### src/rtl/package_settings.sv
// Shared widths, FSM state encoding and event record for the trapezoidal peak detector.
package package_settings;

    localparam int SIZE_FILTER_DATA = 24;
    localparam int TS_W_DEF         = 32;
    localparam int CNT_W_DEF        = 16;

    typedef enum logic [1:0] {
        IDLE  = 2'd0,
        ARMED = 2'd1,
        DEAD  = 2'd2
    } peak_state_t;

    typedef struct packed {
        logic signed [SIZE_FILTER_DATA-1:0] amp;
        logic        [TS_W_DEF-1:0]         ts;
    } peak_event_t;

endpackage

### src/rtl/peak_event_buffer.sv
// One-entry ready/valid holding register for detected events; counts events
// that arrive while the entry is occupied and not being drained.
module peak_event_buffer #(
    parameter int AMP_W = 24,
    parameter int TS_W  = 32,
    parameter int CNT_W = 16
) (
    input  logic             clk,
    input  logic             reset,
    input  logic             i_load,
    input  logic [AMP_W-1:0] i_amp,
    input  logic [TS_W-1:0]  i_ts,
    input  logic             i_ready,
    output logic             o_valid,
    output logic [AMP_W-1:0] o_amp,
    output logic [TS_W-1:0]  o_ts,
    output logic [CNT_W-1:0] o_drop_cnt
);

    logic             r_valid;
    logic [AMP_W-1:0] r_amp;
    logic [TS_W-1:0]  r_ts;
    logic [CNT_W-1:0] r_drop_cnt;
    logic             w_can_load;

    // A transfer in the same cycle frees the slot for the incoming event.
    assign w_can_load = !r_valid || i_ready;

    always_ff @(posedge clk or negedge reset) begin
        if (!reset) begin
            r_valid    <= 1'b0;
            r_amp      <= '0;
            r_ts       <= '0;
            r_drop_cnt <= '0;
        end else if (i_load && w_can_load) begin
            r_valid <= 1'b1;
            r_amp   <= i_amp;
            r_ts    <= i_ts;
        end else begin
            if (i_load && (r_drop_cnt != '1))
                r_drop_cnt <= r_drop_cnt + CNT_W'(1);
            if (r_valid && i_ready)
                r_valid <= 1'b0;
        end
    end

    assign o_valid    = r_valid;
    assign o_amp      = r_amp;
    assign o_ts       = r_ts;
    assign o_drop_cnt = r_drop_cnt;

endmodule

### src/rtl/trap_peak_detector.sv
// Pulse detector on the trapezoidal filter output: hysteresis threshold, flat-top
// maximum tracking with timestamp, pile-up rejection and a post-event dead time.
module trap_peak_detector
    import package_settings::*;
#(
    parameter int FILTER_W  = SIZE_FILTER_DATA,
    parameter int TS_W      = TS_W_DEF,
    parameter int MAX_WIDTH = 64,
    parameter int DEAD_TIME = 16,
    parameter int CNT_W     = CNT_W_DEF
) (
    input  logic                       clk,
    input  logic                       reset,
    input  logic signed [FILTER_W-1:0] in_data,
    input  logic                       in_valid,
    input  logic signed [FILTER_W-1:0] threshold,
    input  logic        [FILTER_W-2:0] hyst,
    output logic                       out_valid,
    input  logic                       out_ready,
    output logic signed [FILTER_W-1:0] out_amp,
    output logic        [TS_W-1:0]     out_ts,
    output logic        [CNT_W-1:0]    drop_cnt,
    output logic        [CNT_W-1:0]    pileup_cnt,
    output logic                       busy
);

    localparam int WID_W  = $clog2(MAX_WIDTH + 1);
    localparam int DCNT_W = $clog2(DEAD_TIME + 1);

    peak_state_t         r_state, state_next;
    logic [FILTER_W-1:0] r_thr, thr_next;
    logic [FILTER_W-1:0] r_max, max_next;
    logic [TS_W-1:0]     r_max_ts, max_ts_next;
    logic [WID_W-1:0]    r_width, width_next;
    logic [DCNT_W-1:0]   r_dcnt, dcnt_next;
    logic [TS_W-1:0]     r_ts;
    logic [CNT_W-1:0]    r_pileup_cnt;
    logic                w_evt_done;
    logic                w_pileup;

    // One extra bit so that thr_l - hyst can never wrap.
    logic signed [FILTER_W:0] w_sample_x, w_arm_x, w_max_x, w_end_x;
    logic [WID_W-1:0]         w_width_inc;
    logic [DCNT_W-1:0]        w_dcnt_inc;

    assign w_sample_x  = {in_data[FILTER_W-1], in_data};
    assign w_arm_x     = {threshold[FILTER_W-1], threshold};
    assign w_max_x     = {r_max[FILTER_W-1], r_max};
    assign w_end_x     = {r_thr[FILTER_W-1], r_thr} - {2'b00, hyst};
    assign w_width_inc = r_width + WID_W'(1);
    assign w_dcnt_inc  = r_dcnt + DCNT_W'(1);

    always_ff @(posedge clk or negedge reset) begin
        if (!reset) begin
            r_state      <= IDLE;
            r_thr        <= '0;
            r_max        <= '0;
            r_max_ts     <= '0;
            r_width      <= '0;
            r_dcnt       <= '0;
            r_ts         <= '0;
            r_pileup_cnt <= '0;
        end else if (in_valid) begin
            r_state  <= state_next;
            r_thr    <= thr_next;
            r_max    <= max_next;
            r_max_ts <= max_ts_next;
            r_width  <= width_next;
            r_dcnt   <= dcnt_next;
            r_ts     <= r_ts + TS_W'(1);
            if (w_pileup && (r_pileup_cnt != '1))
                r_pileup_cnt <= r_pileup_cnt + CNT_W'(1);
        end
    end

    always_comb begin
        state_next  = r_state;
        thr_next    = r_thr;
        max_next    = r_max;
        max_ts_next = r_max_ts;
        width_next  = r_width;
        dcnt_next   = r_dcnt;
        w_evt_done  = 1'b0;
        w_pileup    = 1'b0;
        if (in_valid) begin
            case (r_state)
                IDLE: begin
                    if (w_sample_x > w_arm_x) begin
                        state_next  = ARMED;
                        thr_next    = threshold;
                        max_next    = in_data;
                        max_ts_next = r_ts;
                        width_next  = WID_W'(1);
                    end
                end
                ARMED: begin
                    if (w_sample_x < w_end_x) begin
                        state_next = DEAD;
                        dcnt_next  = '0;
                        w_evt_done = 1'b1;
                    end else begin
                        if (w_sample_x > w_max_x) begin
                            max_next    = in_data;
                            max_ts_next = r_ts;
                        end
                        width_next = w_width_inc;
                        if (w_width_inc == WID_W'(MAX_WIDTH)) begin
                            state_next = DEAD;
                            dcnt_next  = '0;
                            w_pileup   = 1'b1;
                        end
                    end
                end
                DEAD: begin
                    if (w_dcnt_inc == DCNT_W'(DEAD_TIME)) begin
                        state_next = IDLE;
                        dcnt_next  = '0;
                    end else begin
                        dcnt_next = w_dcnt_inc;
                    end
                end
                default: state_next = IDLE;
            endcase
        end
    end

    peak_event_buffer #(
        .AMP_W (FILTER_W),
        .TS_W  (TS_W),
        .CNT_W (CNT_W)
    ) u_buffer (
        .clk        (clk),
        .reset      (reset),
        .i_load     (w_evt_done),
        .i_amp      (r_max),
        .i_ts       (r_max_ts),
        .i_ready    (out_ready),
        .o_valid    (out_valid),
        .o_amp      (out_amp),
        .o_ts       (out_ts),
        .o_drop_cnt (drop_cnt)
    );

    assign pileup_cnt = r_pileup_cnt;
    assign busy       = (r_state != IDLE);

endmodule
### config.mk
export PLATFORM = sky130hd
export DESIGN_NAME = trap_peak_detector
export DESIGN_NICKNAME = d
export VERILOG_FILES = /design/src/rtl/package_settings.sv /design/src/rtl/peak_event_buffer.sv /design/src/rtl/trap_peak_detector.sv
export SDC_FILE = /design/constraint.sdc
export NUM_CORES = 1
export LEC_CHECK = 0
export BUFFER_PORTS_ARGS = -buffer_cell sky130_fd_sc_hd__buf_2
export CAP_MARGIN = 10
export CELL_PAD_IN_SITES_DETAIL_PLACEMENT = 1
export CELL_PAD_IN_SITES_GLOBAL_PLACEMENT = 1
export CORE_ASPECT_RATIO = 0.9
export CORE_MARGIN = 5
export CORE_UTILIZATION = 50
export CTS_CLUSTER_DIAMETER = 200
export DETAILED_ROUTE_END_ITERATION = 8
export PLACE_DENSITY_LB_ADDON = 0.1
export SYNTH_ARGS = -nofsm -noshare
export SYNTH_HDL_FRONTEND = slang
export SYNTH_SLANG_ARGS = --single-unit
### constraint.sdc
create_clock -name clk -period 9.8 [get_ports clk]
set_clock_uncertainty 0.05 [all_clocks]
set_input_delay 1.47 -clock clk [delete_from_list [all_inputs] [get_ports clk]]
set_output_delay 1.47 -clock clk [all_outputs]
set_load 0.02 [all_outputs]
==> metrics, run 1 <==
CP arrival=6.92 ns; RSZ-0062 raised after global routing=false; Yosys cell types=just under 70; CP Max Fanout=between 40 and 50; post-synthesis net count=1225; Most used DFF post-synth=dfrtp_1; setup bufs post-CTS=0; Starting Density=50.59%; PortBufs=between 150 and 200; synthesized area per cell=around 11 sq um; Hold Slack=between 0.4 and 0.5 ns; status=complete, no violations; Via density=about 5.6; Hold Crit Class=reg2reg; First-pass DRT Iterations=4; GRT Overall Usage=a little under a quarter; Rel. slew slack=between 30% and 40%; # hold bufs at CTS=0; CTS Root Buffer Type=clkbuf_16; Critical Path, Cell by Cell=buf_2, ha_1, inv_1, fa_1, a211oi_1, o21a_1, o21ai_0, a21bo_2, a41oi_1, a21boi_0, nor2_1, xor2_1, ha_1, nand3_1, nor3_1, a2111oi_0, o2bb2ai_1, and2_1, nor4_1, o21ba_2, buf_4, mux2_2; H-tree lvl count=1; max-cap viol count=0; critical path's top delay family=compound AO/OA/AOI/OAI gates; synthesized area=approximately 12000 sq um; Slew @ Worst Pin=around 1.0 ns; Seq/Total Area, Yosys=between 40% and 50%; met3 Resource Use GR=approximately 3.2%; GPL Wtd Cong=just under 0.9; die area=between 20000 and 30000 sq um; Placement Setup Slack=~2.7 ns; setup slack after layout=3.250 ns; initial antenna violation count=0; Fillers=about 2500; CP startpoint kind=input port; Max stage delay on crit path=about 0.60 ns; Lkg Pwr=about 7.2 nW; final setup violation count=0; DP Wirelength=roughly 21 mm; endpoints failing hold=0; TritonCTS clock tree=yes; hold_sp=r_ts[31]$_DFFE_PN0P_; Yosys top cell area share=45.69%; maximum vdd drop=between 0.1 and 0.15 mV; share of cells above drive strength 1=between 20% and 30%; number of synthesized flops with an enable pin=0; top cell type by total area after synthesis=dfrtp_1; global-route wire length before repair=~49 mm; CP dominant cell by count=ha_1; synthesis warning total=0; Critical Path Start=hyst[0]; CTS clock-pin slew for the worst setup and hold paths=0.06 ns; DR vias=~8600; worst path buffer plus inverter count=3; cells taking the most area after synthesis=dfrtp_1 (46%), ha_1 (11%), mux2_2 (9.6%); largest net degree at the start of global routing=136; synth cell count leaders=dfrtp_1 (215), ha_1 (101), mux2_2 (100); width of the die=around 170 microns; Total Wirelength=29.86 mm; clock buffer depth=3; Core Area=between 20000 and 25000 sq um; Final Util=58.85%; cts bufs inserted=24; Setup crit end kind=register; synthesized flop and latch total=215; final cycle utilization of the critical path=between 60% and 70%; GR Util met2=39.71%; Site Rows=53; Routed Antenna Nets=0; Min Clock Period, post-route=6.550 ns; total gr overflow=0; kind of critical path=in2reg; initial DRC count=between 300 and 400; Fmax=between 150 and 200 MHz; vias in the first global route=approximately 9500; Power Dens Cells=around 230 nW/um^2; area growth from synthesis to layout=16.32%; met1 Use GR=29.37%; most frequent cell after synthesis=dfrtp_1; IO Pins=roughly 170; Avg WL per Cell=~19 microns; Fin Setup TNS=0 ns; CP max stage cell=buf_4; Clk Latency, worst-skew pair=between 0.5 and 0.6 ns; Gate Count Post-Synth=1048; Required @ worst endpoint=about 10 ns; Residual DRC=0; Placed Instances=1495; Pins Over Slew Limit=0; Clock Sinks=between 200 and 250; non-filler instance count after layout=1539; ANT cells=0; fraction of registers with async set/reset=100.0%; GRT busiest layer=met2; final-stage net count=about 1400; Die Span Y=155.6 microns; post-cts sizing count=0; r2r startpoint=r_thr[0]$_DFFE_PN0P_
## metal layers
layer,wire (microns),up-vias
met5,0,-
met4,681,0
met3,1375,51
met2,14870,157
met1,12930,4311
li1,-,4034
## power by group
part / internal (mW) / total, mW / switching, mW
Sequential: 1.04 / 1.17 / 0.134
Combinational: 0.494 / 1.08 / 0.585
Clock: 0.562 / 0.949 / 0.387
Total: 2.09 / 3.20 / 1.11
## cell usage in the layout, fill, tap and decap left out, drive strengths merged, types with 6 or more instances in the layout
| cell type | count |
|---|---|
| clkbuf | 28 |
| clkinv | 7 |
| nand3 | 41 |
| o21ai | 27 |
| xnor2 | 44 |
| nand2 | 57 |
| and4 | 11 |
| a21o | 21 |
| xor2 | 38 |
| nor3 | 8 |
| a21oi | 48 |
| inv | 86 |
| nor2b | 11 |
| ha | 101 |
| and3 | 13 |
| nand2b | 10 |
| o21bai | 6 |
| buf | 168 |
| nand4 | 28 |
| mux2 | 140 |
| dfrtp | 215 |
| nor2 | 44 |
## metrics by stage
step	power (mW)	area (sq um)
after floorplan	1.941	11780
after global placement	2.196	12860
after detailed placement	2.249	12860
after CTS	3.231	13700
after global routing	3.423	13700
final	3.200	13700
## path summary, 6_finish.rpt
kind / to / cells past startpoint / slack (ns)
max in group asynchronous: r_ts[6]$_DFFE_PN0P_ / 2 / 7.03
min: r_ts[31]$_DFFE_PN0P_ / 1 / 0.43
min reg2reg: r_ts[31]$_DFFE_PN0P_ / 1 / 0.43
max reg2reg: r_max_ts[7]$_DFFE_PN0P_ / 22 / 3.81
min in group asynchronous: pileup_cnt[7]$_DFFE_PN0P_ / 1 / 1.01
max: r_max_ts[7]$_DFFE_PN0P_ / 22 / 3.25
## cells by family after synthesis
kind of cell | after synthesis | synth area share [%]
AND/OR/NAND/NOR | 250 | 11.39
flip-flops | 215 | 45.69
AO/OA/AOI/OAI | 146 | 8.075
adder cells (fa/ha/maj) | 102 | 10.90
XOR/XNOR | 82 | 6.099
buffers and inverters | 109 | 4.122
multiplexers | 144 | 13.73
## cell type report
| type | count | area (sq um) | area share [%] |
|---|---|---|---|
| sequential | 215 | 5380 | 39.28 |
| inverter | 86 | 322.8 | 2.357 |
| tap | 302 | 377.9 | 2.758 |
| multi-input combinational | 724 | 5923 | 43.24 |
| clock inverter | 16 | 217.7 | 1.589 |
| clock buffer | 28 | 615.6 | 4.494 |
| timing repair buffer | 168 | 860.8 | 6.284 |
## flip-flops by register name (all words and copies together) (netlist names)
register,flops
r_max_ts,32
r_ts,32
u_buffer.o_ts,32
r_max,24
r_thr,24
u_buffer.o_amp,24
pileup_cnt,16
u_buffer.o_drop_cnt,16
r_width,7
r_dcnt,5
r_state,2
u_buffer.o_valid,1
Note: power is estimated with default switching activity, not from simulation.
==> run 2, diff against run 1 <==
--- a/config.mk
+++ b/config.mk
@@ -11,7 +11,7 @@
 export CELL_PAD_IN_SITES_GLOBAL_PLACEMENT = 1
 export CORE_ASPECT_RATIO = 0.9
 export CORE_MARGIN = 5
-export CORE_UTILIZATION = 50
+export CORE_UTILIZATION = 46
 export CTS_CLUSTER_DIAMETER = 200
 export DETAILED_ROUTE_END_ITERATION = 8
 export PLACE_DENSITY_LB_ADDON = 0.1
==> constraint.sdc (replaced) <==
create_clock -name clk -period 6.8 [get_ports clk]
set_clock_uncertainty 0.05 [all_clocks]
set_input_delay 1.02 -clock clk [delete_from_list [all_inputs] [get_ports clk]]
set_output_delay 1.02 -clock clk [all_outputs]
set_load 0.02 [all_outputs]
==> metrics, run 2 (same netlist as run 1, synthesis figures left out) <==
status=complete, no violations; global-route wire length before repair=roughly 47 mm; RSZ-0062 raised after global routing=false; most frequent cells in the layout=dfrtp_1 (215), buf_2 (163), ha_1 (101); post-cts sizing count=0; Clock Sinks=about 220; GPL Wtd Cong=between 0.8 and 0.9; final-stage net count=1399; Total Wirelength=approximately 28 mm; Via density=~5.4; final setup violation count=0; Required @ worst endpoint=~7.2 ns; Power Dens Cells=roughly 330 nW/um^2; ANT cells=0; initial antenna violation count=0; Core Area=roughly 25000 sq um; Rel. slew slack=between 30% and 40%; First-pass DRT Iterations=4; H-tree lvl count=1; DP Wirelength=around 21 mm; largest net degree at the start of global routing=77; Residual DRC=0; area growth from synthesis to layout=17.14%; DR vias=8483; Lkg Pwr=7.193 nW; # hold bufs at CTS=0; Starting Density=46.76%; clock buffer depth=3; Max stage delay on crit path=0.45 ns; Die Span Y=161.8 microns; Setup crit end kind=register; total gr overflow=0; share of cells above drive strength 1=between 20% and 30%; CP startpoint kind=input port; CP Max Fanout=49; IO Pins=165; Fin Setup TNS=0 ns; GRT Overall Usage=between 10% and 20%; Slew @ Worst Pin=about 0.99 ns; die area=28900 sq um; most common cell after layout, fill and taps aside=dfrtp_1; vias in the first global route=slightly above 9000; Site Rows=55; Power, Total=between 4 and 5 mW; Routed Antenna Nets=0; setup bufs post-CTS=0; CP arrival=6.18 ns; Hold Crit Class=in2async; maximum vdd drop=around 0.16 mV; CTS clock-pin slew for the worst setup and hold paths=about 0.06 ns; width of the die=approximately 180 microns; PortBufs=approximately 160; CTS Root Buffer Type=clkbuf_16; max-cap viol count=0; TritonCTS clock tree=yes; Final Util=between 50% and 60%; cts bufs inserted=24; Fmax=about 170 MHz; CP max stage cell=o31ai_1; kind of critical path=in2reg; Clk Latency, worst-skew pair=around 0.54 ns; Avg WL per Cell=~18 microns; Critical Path, Cell by Cell=buf_2, inv_1, ha_1, nor2b_1, o31ai_1, a211oi_1, o2111ai_1, a41oi_1, a311o_1, a21oi_1, xnor2_1, ha_1, nand4_1, nor3_1, o311ai_1, and2_1, nor4_1, o21ba_2, buf_12, mux2_2; endpoints failing hold=0; Pins Over Slew Limit=0; Min Clock Period, post-route=between 5 and 6 ns; CP dominant cell by count=ha_1; initial DRC count=around 380; final cycle utilization of the critical path=around 85%
## run 2: report_power, final
group	total, mW	switching, mW	internal [mW]
sequential	1.68	0.186	1.50
combinational	1.51	0.808	0.707
clock	1.34	0.536	0.806
total	4.54	1.53	3.01
## run 2: layout make-up
| cell class | count | area [sq um] |
|---|---|---|
| Fill cell | 2770 | 11390 |
| Multi-Input combinational cell | 724 | 5918 |
| Sequential cell | 215 | 5380 |
| Timing Repair Buffer | 171 | 920.9 |
| Clock buffer | 37 | 719.4 |
| Tap cell | 342 | 427.9 |
| Inverter | 86 | 322.8 |
| Clock inverter | 6 | 105.1 |
## run 2: metal layers
layer	vias to the layer above	track usage, %	routed length, microns
met5	-	0	0
met4	0	3.976	548
met3	42	3.677	1409
met2	142	33.65	13520
met1	4247	27.09	13000
li1	4052	-	-
## run 2: per-stage QoR
step / hold slack (ns) / instance area [sq um] / setup slack (ns) / std cells
floorplan: 0.3862 / 11780 / 1.574 / 1048
global placement: 0.4019 / 12970 / 0.4861 / 1538
detailed placement: 0.4074 / 12970 / 0.3763 / 1538
CTS: 0.4193 / 13790 / 0.9185 / 1581
global route: 0.4330 / 13790 / 0.5489 / 1581
finish: 0.3833 / 13790 / 0.9906 / 1581
## run 2: path summary, 6_finish.rpt
kind / start / end / slack, ns / depth (start not counted)
worst max register to register: r_thr[0]$_DFFE_PN0P_ / r_max_ts[9]$_DFFE_PN0P_ / 1.20 / 21
worst max-delay path: hyst[1] / r_max_ts[9]$_DFFE_PN0P_ / 0.99 / 20
worst min register to register: r_ts[31]$_DFFE_PN0P_ / r_ts[31]$_DFFE_PN0P_ / 0.42 / 1
min in group clk: r_ts[31]$_DFFE_PN0P_ / r_ts[31]$_DFFE_PN0P_ / 0.42 / 1
max in group asynchronous: reset / r_ts[7]$_DFFE_PN0P_ / 4.95 / 2
worst min-delay path: reset / pileup_cnt[7]$_DFFE_PN0P_ / 0.38 / 1
## run 2: critical path, delay by kind of cell
kind                       cells  cell delay, ns
AOI/OAI and AO/OA              8            2.40
xor gates and xnor gates       1            0.09
adders and majority gates      2            0.54
buffers and inverters          3            0.50
muxes                          1            0.38
and+or+nand+nor                5            1.22
==> run 3, diff against run 2 <==
--- a/config.mk
+++ b/config.mk
@@ -11,7 +11,7 @@
 export CELL_PAD_IN_SITES_GLOBAL_PLACEMENT = 1
 export CORE_ASPECT_RATIO = 0.9
 export CORE_MARGIN = 5
-export CORE_UTILIZATION = 46
+export CORE_UTILIZATION = 45
 export CTS_CLUSTER_DIAMETER = 200
 export DETAILED_ROUTE_END_ITERATION = 8
 export PLACE_DENSITY_LB_ADDON = 0.1
==> metrics, run 3 (same netlist as run 1, synthesis figures left out) <==
cts bufs inserted=25; Avg WL per Cell=approximately 18 microns; final-stage net count=~1400; endpoints failing hold=0; share of cells above drive strength 1=approximately a quarter; TritonCTS clock tree=yes; CP Max Fanout=56; most frequent cells in the layout=dfrtp_1 (215), buf_2 (163), ha_1 (101); RSZ-0062 raised after global routing=false; DR vias=around 8500; CP arrival=between 6 and 7 ns; Hold Slack=around 0.35 ns; Hold Crit Class=in2async; die area=just under 30000 sq um; # hold bufs at CTS=0; vias in the first global route=slightly above 9000; Die Span Y=roughly 160 microns; Power, Total=approximately 4.7 mW; worst path buffer plus inverter count=3; Fillers=between 2000 and 3000; Slew @ Worst Pin=about 1.0 ns; area growth from synthesis to layout=17.66%; Switching Share=33.31%; CP dominant cell by count=ha_1; Residual DRC=0; Core Area=between 20000 and 30000 sq um; GRT Overall Usage=between 15 and 20%; most common cell after layout, fill and taps aside=dfrtp_1; initial antenna violation count=0; Clock Sinks=between 200 and 250; kind of critical path=in2reg; Routed Antenna Nets=0; Clk Latency, worst-skew pair=roughly 0.54 ns; H-tree lvl count=1; CP startpoint kind=input port; Critical Path, Cell by Cell=buf_2, inv_1, ha_1, nor2b_1, o31ai_1, a211oi_1, o2111ai_1, a41oi_1, a311o_1, a21oi_1, xnor2_1, ha_1, nand4_1, nor3_1, o311ai_1, and2_1, nor4_1, o21ba_2, buf_12, mux2_2; final cycle utilization of the critical path=a little over four fifths; status=complete, no violations; Total Wirelength=28.49 mm; Rel. slew slack=between 30% and 40%; First-pass DRT Iterations=4; Fmax=173.5 MHz; final setup violation count=0; IO Pins=165; combinational group share of total power=about 33%; Power Dens Cells=roughly 340 nW/um^2; post-cts sizing count=0; Lkg Pwr=around 7.2 nW; global-route wire length before repair=47.40 mm; PortBufs=between 150 and 200; initial DRC count=269; Pins Over Slew Limit=0; GPL Wtd Cong=just over 0.8; setup bufs post-CTS=0; Starting Density=between 40 and 50%; clock buffer depth=3; ANT cells=0; width of the die=between 150 and 200 microns; critical path's top delay family=compound AO/OA/AOI/OAI gates; Psw=around 1.6 mW; Site Rows=between 50 and 60; sequential power share=a little over a third; max-cap viol count=0; Clk network pwr share=31.2%; Required @ worst endpoint=a little over 7 ns; CP max stage cell=o31ai_1; Min Clock Period, post-route=about 5.8 ns; Setup crit end kind=register; CTS Root Buffer Type=clkbuf_16; DP Wirelength=21.03 mm; P_int=3.120 mW; CTS clock-pin slew for the worst setup and hold paths=roughly 0.060 ns; total gr overflow=0; Fin Setup TNS=0 ns; maximum vdd drop=a little over 0.2 mV; Max stage delay on crit path=~0.48 ns; Via density=about 5.4; largest net degree at the start of global routing=approximately 80
-- run 3: final cells by class --
type                       count  area, sq um  share of cell area, %
multi-input combinational    724         5918                  42.71
clock buffer                  34        699.4                  5.048
tap                          348        435.4                  3.142
timing repair buffer         170        900.9                  6.502
inverter                      86        322.8                  2.330
clock inverter                11        198.9                  1.436
sequential                   215         5380                  38.83
-- run 3: metrics by stage --
step | util [%] | instance area, sq um | worst slack [ns] | std cells
3_3_place_gp | 49.98 | 12960 | 0.5225 | 1543
3_5_place_dp | 49.98 | 12960 | 0.5066 | 1543
6_report | 53.45 | 13860 | 1.035 | 1588
5_1_grt | 53.45 | 13860 | 0.8044 | 1588
4_1_cts | 53.45 | 13860 | 1.042 | 1588
2_1_floorplan | - | 11780 | 1.574 | 1048
-- run 3: path summary, 6_finish.rpt --
kind	slack (ns)	startpoint	endpoint	cells past startpoint
max	1.04	hyst[1]	r_max[23]$_DFFE_PN0P_	20
min	0.35	reset	pileup_cnt[6]$_DFFE_PN0P_	1
max reg2reg	1.23	r_thr[0]$_DFFE_PN0P_	r_max[23]$_DFFE_PN0P_	21
min reg2reg	0.44	r_max_ts[14]$_DFFE_PN0P_	r_max_ts[14]$_DFFE_PN0P_	1
max in group asynchronous	4.89	reset	r_thr[20]$_DFFE_PN0P_	2
min in group clk	0.44	r_max_ts[14]$_DFFE_PN0P_	r_max_ts[14]$_DFFE_PN0P_	1
-- run 3: routing by layer --
layer  wire (microns)  vias up  track usage (%)
met5                0        -                0
met4              618        0            4.502
met3             1213       41            3.830
met2            13530      137            33.17
met1            13130     4277            25.64
li1                 -     4066                -
-- run 3: power groups by stage --
| stage | clock [mW] | sequential [mW] | combinational [mW] |
|---|---|---|---|
| after floorplan | 0 | 1.65 | 1.15 |
| after global placement | 0 | 1.70 | 1.48 |
| after detailed placement | 0 | 1.71 | 1.53 |
| after CTS | 1.51 | 1.69 | 1.55 |
| after global routing | 1.56 | 1.72 | 1.75 |
| final | 1.46 | 1.69 | 1.53 |
-- run 3: worst register-to-register path, delay by kind of cell, from the launching register on --
family                     cells  cell delay (ns)
muxes                          1             0.44
adders and majority gates      3             0.89
AOI/OAI and AO/OA              8             1.96
buffers and inverters          3             0.41
and+or+nand+nor                5             1.21
xor gates and xnor gates       1             0.11
DFF                            1             0.37
